--- src/rtl/jtkunio_pcm_pkg.sv ---
// jtkunio_pcm_pkg: shared types and constants for the PCM ROM fetcher
package jtkunio_pcm_pkg;
  typedef enum logic [1:0] {IDLE, REQ, WAIT} state_t;
  localparam logic LOW_FIRST    = 1'b0;
  localparam logic FETCH_DEMAND = 1'b0;
  localparam logic FETCH_PREF   = 1'b1;
endpackage

--- src/rtl/jtkunio_pcm_buf.sv ---
// jtkunio_pcm_buf: 2-entry word buffer with tag compare, lru and registered byte output
module jtkunio_pcm_buf
  import jtkunio_pcm_pkg::*;
#(
  parameter int AW = 17
) (
  input  logic          clk,
  input  logic          rst_n,
  input  logic          cs,
  input  logic [AW-1:0] addr,
  input  logic [AW-2:0] ptag,
  input  logic          wr,
  input  logic [AW-2:0] wtag,
  input  logic [15:0]   wdata,
  output logic          hit,
  output logic          phit,
  output logic          ok,
  output logic [7:0]    dout
);
  logic [1:0]    valid;
  logic [AW-2:0] tag [2];
  logic [15:0]   data [2];
  logic          lru;
  logic [1:0]    match;
  logic [15:0]   word;
  assign match = {valid[1] && tag[1] == addr[AW-1:1], valid[0] && tag[0] == addr[AW-1:1]};
  assign hit   = |match;
  assign phit  = (valid[0] && tag[0] == ptag) || (valid[1] && tag[1] == ptag);
  assign word  = match[1] ? data[1] : data[0];
  // a fill always claims the lru entry and overrides any hit-driven lru update
  always_ff @(posedge clk) begin
    if (!rst_n) begin
      valid <= 2'b00;
      lru   <= 1'b0;
      ok    <= 1'b0;
      dout  <= 8'h00;
    end else begin
      ok <= cs && hit;
      if (cs && hit) dout <= addr[0] == LOW_FIRST ? word[7:0] : word[15:8];
      if (wr) begin
        valid[lru] <= 1'b1;
        tag[lru]   <= wtag;
        data[lru]  <= wdata;
        lru        <= ~lru;
      end else if (cs && hit) lru <= ~match[1];
    end
  end
endmodule

--- src/rtl/jtkunio_pcm_fetch.sv ---
// jtkunio_pcm_fetch: PCM ROM byte responder fetching 16-bit words from SDRAM with one-word prefetch
module jtkunio_pcm_fetch
  import jtkunio_pcm_pkg::*;
#(
  parameter int AW       = 17,
  parameter bit PREFETCH = 1'b1
) (
  input  logic          clk,
  input  logic          rst_n,
  input  logic          cs,
  input  logic [AW-1:0] addr,
  output logic [7:0]    dout,
  output logic          ok,
  output logic [AW-2:0] sdram_addr,
  output logic          sdram_req,
  input  logic          sdram_ack,
  input  logic          sdram_dok,
  input  logic [15:0]   sdram_data
);
  state_t        st, st_nx;
  logic          req_nx, kind, kind_nx, pend, pend_nx, fill, hit, phit;
  logic [AW-2:0] addr_nx, pend_addr, pend_addr_nx;
  jtkunio_pcm_buf #(.AW(AW)) u_buf (
    .clk   (clk),
    .rst_n (rst_n),
    .cs    (cs),
    .addr  (addr),
    .ptag  (pend_addr),
    .wr    (fill),
    .wtag  (sdram_addr),
    .wdata (sdram_data),
    .hit   (hit),
    .phit  (phit),
    .ok    (ok),
    .dout  (dout)
  );
  // a pending word already in the buffer is simply dropped instead of refetched
  always_comb begin
    st_nx        = st;
    req_nx       = sdram_req;
    addr_nx      = sdram_addr;
    kind_nx      = kind;
    pend_nx      = pend;
    pend_addr_nx = pend_addr;
    fill         = 1'b0;
    case (st)
      IDLE: begin
        if (cs && !hit) begin
          addr_nx = addr[AW-1:1];
          kind_nx = FETCH_DEMAND;
          pend_nx = 1'b0;
          req_nx  = 1'b1;
          st_nx   = REQ;
        end else if (pend) begin
          pend_nx = 1'b0;
          if (!phit) begin
            addr_nx = pend_addr;
            kind_nx = FETCH_PREF;
            req_nx  = 1'b1;
            st_nx   = REQ;
          end
        end
      end
      REQ: begin
        if (sdram_ack) begin
          req_nx = 1'b0;
          fill   = sdram_dok;
          st_nx  = sdram_dok ? IDLE : WAIT;
        end
      end
      WAIT: begin
        fill  = sdram_dok;
        st_nx = sdram_dok ? IDLE : WAIT;
      end
      default: st_nx = IDLE;
    endcase
    if (fill && kind == FETCH_DEMAND && PREFETCH) begin
      pend_nx      = 1'b1;
      pend_addr_nx = sdram_addr + 1'b1;
    end
  end
  always_ff @(posedge clk) begin
    if (!rst_n) begin
      st         <= IDLE;
      sdram_req  <= 1'b0;
      sdram_addr <= '0;
      kind       <= FETCH_DEMAND;
      pend       <= 1'b0;
      pend_addr  <= '0;
    end else begin
      st         <= st_nx;
      sdram_req  <= req_nx;
      sdram_addr <= addr_nx;
      kind       <= kind_nx;
      pend       <= pend_nx;
      pend_addr  <= pend_addr_nx;
    end
  end
endmodule

--- config.mk ---
export PLATFORM = sky130hd
export DESIGN_NAME = jtkunio_pcm_fetch
export DESIGN_NICKNAME = d
export VERILOG_FILES = /design/src/rtl/jtkunio_pcm_pkg.sv /design/src/rtl/jtkunio_pcm_buf.sv /design/src/rtl/jtkunio_pcm_fetch.sv
export SDC_FILE = /design/constraint.sdc
export NUM_CORES = 1
export LEC_CHECK = 0
export CAP_MARGIN = 20
export CORE_AREA = 3 3 119 87
export DETAILED_ROUTE_END_ITERATION = 6
export DIE_AREA = 0 0 122 90
export PLACE_DENSITY_LB_ADDON = 0.08
export SLEW_MARGIN = 20
export SYNTH_ARGS = -nofsm -noshare
export SYNTH_HDL_FRONTEND = slang
export SYNTH_SLANG_ARGS = --single-unit
--- constraint.sdc ---
create_clock -name clk -period 6.95 [get_ports clk]
set_clock_uncertainty 0.15 [all_clocks]
set_input_delay 1.39 -clock clk [delete_from_list [all_inputs] [get_ports clk]]
set_output_delay 1.39 -clock clk [all_outputs]
set_load 0.005 [all_outputs]
==> results.py, run 1 <==
metrics = {
    "status": {
        "status": "complete, no violations",
    },
    "yosys": {
        "synth.avg_cell_area_um2": 12.5,
        "synth_cell_type_count": 41,
        "synth_top_area_cell": "edfxtp_1",
        "yosys_warnings": 0,
        "yosysTopAreaCellShare": 0.378,
        "syn_inst": 408,
        "ys_seq_area_frac": 0.571,
        "synth_area_um2": 5090,
        "synth.most_common_cell": "edfxtp_1",
        "synth_seq_cells": 113,
        "synth_edf_count": 64,
        "syn_nets": 451,
        "ys_async_sr_fraction": 0,
        "synth_commonest_cells": "edfxtp_1, xnor2_1, dfxtp_1",
        "synth_area_leaders": "edfxtp_1, dfxtp_1, xnor2_1, mux2i_1, xor2_1",
        "synth-main-ff-cell": "edfxtp_1",
    },
    "setup_path": {
        "slowest_stage": "or2_1",
        "slowest_delay_ns": 0.93,
        "critPathKind": "in -> reg",
        "arrival_ns": 4.43,
        "crit_required_ns": 7.12,
        "path_max_fanout": 17,
        "critPathLaunchType": "primary input",
        "critPathCaptureType": "flip-flop",
        "crit_chain": "clkdlybuf4s50_1, xor2_1, nor4_1, nand2_1, o41ai_1, or2_1, mux2i_1, a211oi_1",
    },
    "sta": {
        "max_freq_mhz": 235,
        "final-hold-violation-count": 0,
        "setup_viol": 0,
        "tightest_slew_ns": 1.14,
        "slew_viol_final": 0,
        "rsz0062_at_grt": "no",
        "holdWs_ns": 0.338,
        "setup_tns_ns": 0,
        "fin_crit_ns": 4.26,
        "relSlewSlack": 0.238,
        "finalCritPeriodShare": 0.613,
    },
    "clock_network": {
        "clk_latency_ns": 0.41,
        "clk_pin_slew_ns": 0.05,
        "cts_resized": 0,
        "cts_hold_buf": 0,
        "tritoncts": "built",
        "clockBufferDepth": 2,
        "post_cts_buffers": 0,
        "cts_buffers": 17,
        "cts_max_level": 4,
        "cts.sinks": 113,
        "root_buffer": "clkbuf_16",
    },
    "floorplan": {
        "core_um2": 9110,
        "rows": 29,
        "initial_core_util": 0.558,
        "ios": 64,
        "die_w_um": 122,
        "die_h_um": 90,
        "die-area_um2": 11000,
    },
    "power": {
        "p_total_uw": 1750,
        "power_density_nw_per_um2": 275,
        "peakVddDrop_uv": 178,
        "p_leak_uw": 0.00213,
    },
    "placed_design": {
        "dp_cells": 580,
        "gp_congestion": 0.893,
        "io_buffer_count": 63,
        "dp_hpwl_um": 8240,
    },
    "finish": {
        "fin_cells": 612,
        "nNetsFinal": 518,
        "area_growth_pct": 25.4,
        "drive_gt1_frac": 0.0902,
        "utilization": 0.700,
        "antenna_cells": 0,
    },
    "global_route": {
        "grt_max_degree": 40,
        "grt_pass1_vias": 3670,
        "grt_pass1_wl_um": 19700,
        "antenna_found_initial": 0,
        "grt_usage": 0.237,
        "gr-total-overflow": 0,
    },
    "routing": {
        "drc": 0,
        "drtAntennaViolNets": 0,
        "post_drt_wl_per_cell_um": 20.3,
        "dr.pass1.iters": 5,
        "routed_wl_um": 12400,
        "post_drt_via_cell_ratio": 5.90,
        "vias": 3610,
        "drt_iter0_drc": 361,
    },
    "worst_hold_path": {
        "hold_class": "reg -> reg",
    },
    "job": {
        "cap_violations": 0,
    },
}
## worst max-delay path: cells and delay by family
family	cells	cell delay, ns
buffers and inverters	1	0.46
AOI/OAI and AO/OA	2	0.74
xor gates and xnor gates	1	0.22
and+or+nand+nor	3	1.43
muxes	1	0.19
## power breakdown
group / switching [uW] / internal, uW / total, uW / leakage, uW
logic: 85.5 / 85.2 / 171 / 0.000878
clock network: 285 / 528 / 812 / 0.000277
registers: 35.2 / 733 / 769 / 0.000979
total: 405 / 1350 / 1750 / 0.00213
## registers in the layout (all words and copies together) (netlist names)
| signal | cells |
|---|---|
| kind | 1 |
| pend | 1 |
| pend_addr | 16 |
| sdram_addr | 16 |
| sdram_req | 1 |
| st | 2 |
| u_buf.data | 32 |
| u_buf.dout | 8 |
| u_buf.lru | 1 |
| u_buf.ok | 1 |
| u_buf.tag | 32 |
| u_buf.valid | 2 |
## through the flow
stage	cell area [um^2]	setup slack, ns
5_1_grt	6380	2.54
6_report	6380	2.69
4_1_cts	6380	2.73
3_3_place_gp	5820	2.39
3_5_place_dp	5820	2.30
2_1_floorplan	5090	1.36
## cell usage in the layout (no fill, tap or decap), types with 2 or more instances in the layout
| cell | count |
|---|---|
| edfxtp_1 | 64 |
| clkdlybuf4s50_1 | 63 |
| xnor2_1 | 51 |
| dfxtp_1 | 49 |
| a211oi_1 | 27 |
| xor2_1 | 26 |
| mux2i_1 | 25 |
| nor2_1 | 24 |
| a21oi_1 | 23 |
| clkbuf_16 | 18 |
| nand3_1 | 15 |
| nand4_1 | 13 |
| nand2_1 | 8 |
| mux4_2 | 8 |
| inv_1 | 7 |
| nor4_1 | 7 |
| o21ai_0 | 6 |
| clkbuf_1 | 6 |
| ha_1 | 5 |
| clkinv_2 | 5 |
| buf_4 | 5 |
| and3_1 | 3 |
| and2_1 | 3 |
| nor3_1 | 3 |
| o41ai_1 | 2 |
| a21o_1 | 2 |
| clkbuf_8 | 2 |
## kinds of logic (layout without fill, tap and decap cells)
group / count (synthesis) / after routing / synth area share
buf+inv: 27 / 107 / 0.0246
mux: 34 / 34 / 0.0868
flops: 113 / 113 / 0.571
compound gates: 67 / 67 / 0.0866
xor+xnor: 77 / 77 / 0.133
simple gates: 85 / 85 / 0.0864
fa+ha+maj: 5 / 5 / 0.0123
## metal layers
| metal | vias up | global-route usage | part of all wire | routed length (um) |
|---|---|---|---|---|
| met2 | 161 | 0.347 | 0.45 | 5630 |
| met1 | 1784 | 0.339 | 0.45 | 5600 |
| met5 | - | 0 | 0 | 0 |
| met3 | 11 | 0.0772 | 0.087 | 1080 |
| li1 | 1654 | - | - | - |
| met4 | 0 | 0.0644 | 0.0094 | 117 |
## final timing paths
kind	from	end	slack (ns)	cells after the start
setup / recovery	addr[6]	sdram_addr[8]$_SDFFE_PN0P_	2.69	8
hold / removal	u_buf.valid[0]$_SDFFE_PN0P_	u_buf.valid[0]$_SDFFE_PN0P_	0.34	1
setup reg to reg	u_buf.tag[1][5]$_DFFE_PP_	sdram_addr[8]$_SDFFE_PN0P_	3.74	7
hold reg to reg	u_buf.valid[0]$_SDFFE_PN0P_	u_buf.valid[0]$_SDFFE_PN0P_	0.34	1
## layout make-up
type / instances / area (um^2)
Tap cell: 124 / 155
Timing Repair Buffer: 68 / 668
Fill cell: 679 / 2730
Multi-Input combinational cell: 268 / 2070
Sequential cell: 113 / 2900
Inverter: 7 / 26.3
Clock inverter: 6 / 55.1
Clock buffer: 26 / 500
Power figures use the tool's default switching activity.
==> run 2: changes to the inputs <==
==> constraint.sdc (replaced) <==
create_clock -name clk -period 4.3 [get_ports clk]
set_clock_uncertainty 0.15 [all_clocks]
set_input_delay 0.86 -clock clk [delete_from_list [all_inputs] [get_ports clk]]
set_output_delay 0.86 -clock clk [all_outputs]
set_load 0.005 [all_outputs]
==> run 2 against run 1 <==
Wire length increased by 1.3%; critical path depth stayed put; flip-flop and latch count unchanged; critical endpoint is now sdram_addr[14]$_SDFFE_PN0P_; largest cell class unchanged; combinational power grew 65%; hold slack improved by 0.0076 ns; cell count increased by 0.82%.
==> results.py, run 2 (same netlist as run 1, synthesis figures left out) <==
metrics = {
    "routing": {
        "post_drt_wl_per_cell_um": 20.4,
        "routed_wl_um": 12600,
        "wl_met3_um": 868,
        "drt_iter0_drc": 333,
        "highest_layer": "met4",
        "met1Wirelength_um": 5990,
        "wl_met2_um": 5630,
        "drtAntennaViolNets": 0,
        "drc": 0,
        "post_drt_via_cell_ratio": 5.79,
        "vias": 3570,
        "dr.pass1.iters": 5,
    },
    "setup_path": {
        "critPathKind": "in -> reg",
        "path_buf_inv": 1,
        "arrival_ns": 3.45,
        "cpLargestDelayFamily": "simple AND/OR/NAND/NOR gates",
        "worst-r2r-setup-slack_ns": 1.48,
        "r2r_cells": 6,
        "crit_required_ns": 4.46,
        "critPathLaunchType": "primary input",
        "path_max_fanout": 16,
        "slowest_stage": "and2_1",
        "timing.rr.start": "u_buf.tag[1][4]$_DFFE_PP_",
        "critPathCaptureType": "flip-flop",
        "rr_endpoint": "sdram_addr[14]$_SDFFE_PN0P_",
        "slowest_delay_ns": 0.48,
        "crit_chain": "clkdlybuf4s50_1, xor2_1, nor4_1, nand2_1, o41ai_1, o22ai_1, and2_1, a211oi_1",
    },
    "placed_design": {
        "dp_hpwl_um": 8610,
        "io_buffer_count": 63,
        "gp_congestion": 0.895,
        "pre_cts_slack_ns": 0.567,
    },
    "clock_network": {
        "cts.sinks": 113,
        "cts_max_level": 4,
        "root_buffer": "clkbuf_16",
        "clk_latency_ns": 0.41,
        "post_cts_buffers": 0,
        "cts_buffers": 17,
        "cts_hold_buf": 0,
        "cts_resized": 0,
        "clk_pin_slew_ns": 0.05,
        "tritoncts": "built",
        "clockBufferDepth": 2,
    },
    "power": {
        "p_leak_uw": 0.00219,
        "power_density_nw_per_um2": 457,
        "peakVddDrop_uv": 444,
        "p_int_uw": 2300,
        "p_clk_frac": 0.485,
        "p_comb_frac": 0.095,
        "p_switching_uw": 666,
        "seqPwrFrac": 0.419,
        "swShare": 0.225,
    },
    "finish": {
        "nNetsFinal": 523,
        "utilization": 0.711,
        "top_regs": "u_buf.data: 32 flops, u_buf.tag: 32 flops",
        "final_common_cell": "edfxtp_1",
        "antenna_cells": 0,
        "layout_common_cells": "edfxtp_1, clkdlybuf4s50_1, xnor2_1, dfxtp_1, a211oi_1",
        "drive_gt1_frac": 0.105,
        "area_growth_pct": 27.4,
    },
    "sta": {
        "setup_viol": 0,
        "max_freq_mhz": 304,
        "fin_crit_ns": 3.29,
        "setup_tns_ns": 0,
        "rsz0062_at_grt": "no",
        "tightest_slew_ns": 0.877,
        "final-hold-violation-count": 0,
        "finalCritPeriodShare": 0.764,
        "setup_slack_ns": 1.01,
        "relSlewSlack": 0.415,
        "slew_viol_final": 0,
    },
    "floorplan": {
        "die_w_um": 122,
        "ios": 64,
        "die_h_um": 90,
        "initial_core_util": 0.558,
        "core_um2": 9110,
        "die-area_um2": 11000,
        "rows": 29,
    },
    "global_route": {
        "grt_pass1_wl_um": 20000,
        "antenna_found_initial": 0,
        "gr-total-overflow": 0,
        "grt_usage": 0.243,
        "grt_pass1_vias": 3549,
        "grt_max_degree": 40,
    },
    "status": {
        "status": "complete, no violations",
    },
    "worst_hold_path": {
        "min_from": "u_buf.dout[3]$_SDFFE_PN0P_",
        "hold_class": "reg -> reg",
        "whs_path_depth": 2,
        "hold_end": "u_buf.dout[3]$_SDFFE_PN0P_",
    },
    "job": {
        "cap_violations": 0,
    },
}
-- run 2: cell count changes in the layout (fill, tap and decap cells not counted), sizes merged --
cell and change:
buf +5, bufinv +3, clkbuf -7, clkinv +4
-- run 2: through the flow --
step           instance area [um^2]  total power [uW]  hold slack (ns)  cells
6_report                       6480              2960            0.346    617
2_1_floorplan                  5090              1390            0.290    408
5_1_grt                        6480              3070            0.373    617
4_1_cts                        6480              2980            0.340    617
3_3_place_gp                   5870              1530            0.326    585
3_5_place_dp                   5870              1540            0.329    585
-- run 2: worst max-delay path by stage --
| stage | from | slack [ns] | endpoint | depth (start not counted) |
|---|---|---|---|---|
| 2_1_floorplan | rst_n | 0.61 | u_buf.data[0][0]$_DFFE_PP_ | 3 |
| 3_5_place_dp | addr[6] | 0.57 | sdram_addr[13]$_SDFFE_PN0P_ | 8 |
| 5_1_grt | addr[6] | 0.73 | sdram_addr[0]$_SDFFE_PN0P_ | 8 |
| 3_3_place_gp | addr[6] | 0.54 | sdram_addr[0]$_SDFFE_PN0P_ | 8 |
| 4_1_cts | addr[6] | 0.98 | sdram_addr[14]$_SDFFE_PN0P_ | 8 |
| 6_report | addr[6] | 1.01 | sdram_addr[14]$_SDFFE_PN0P_ | 8 |
-- run 2: final cells by class --
type / count / area [um^2]
fill: 653 / 2630
timing repair buffer: 73 / 706
sequential: 113 / 2900
clock buffer: 19 / 443
inverter: 7 / 26.3
multi-input combinational: 268 / 2080
tap: 124 / 155
clock inverter: 13 / 166
-- run 2: worst register-to-register path: stages (launching register included) --
cell and delay [ns]:
edfxtp_1 0.41, xnor2_1 0.39, nand3_1 0.21, o41ai_1 0.54, o22ai_1 0.18, and2_1 0.48
a211oi_1 0.36
-- run 2: power groups by stage --
stage	combinational [uW]	sequential, uW	clock, uW
after floorplan	144	1250	0
after global placement	271	1260	0
after detailed placement	278	1260	0
after CTS	282	1240	1460
after global routing	307	1250	1520
final	283	1240	1440
-- run 2: per-layer routing --
layer,up-vias,GRT usage
li1,1669,-
met1,1760,0.363
met2,131,0.342
met3,10,0.0734
met4,0,0.0672
met5,-,0
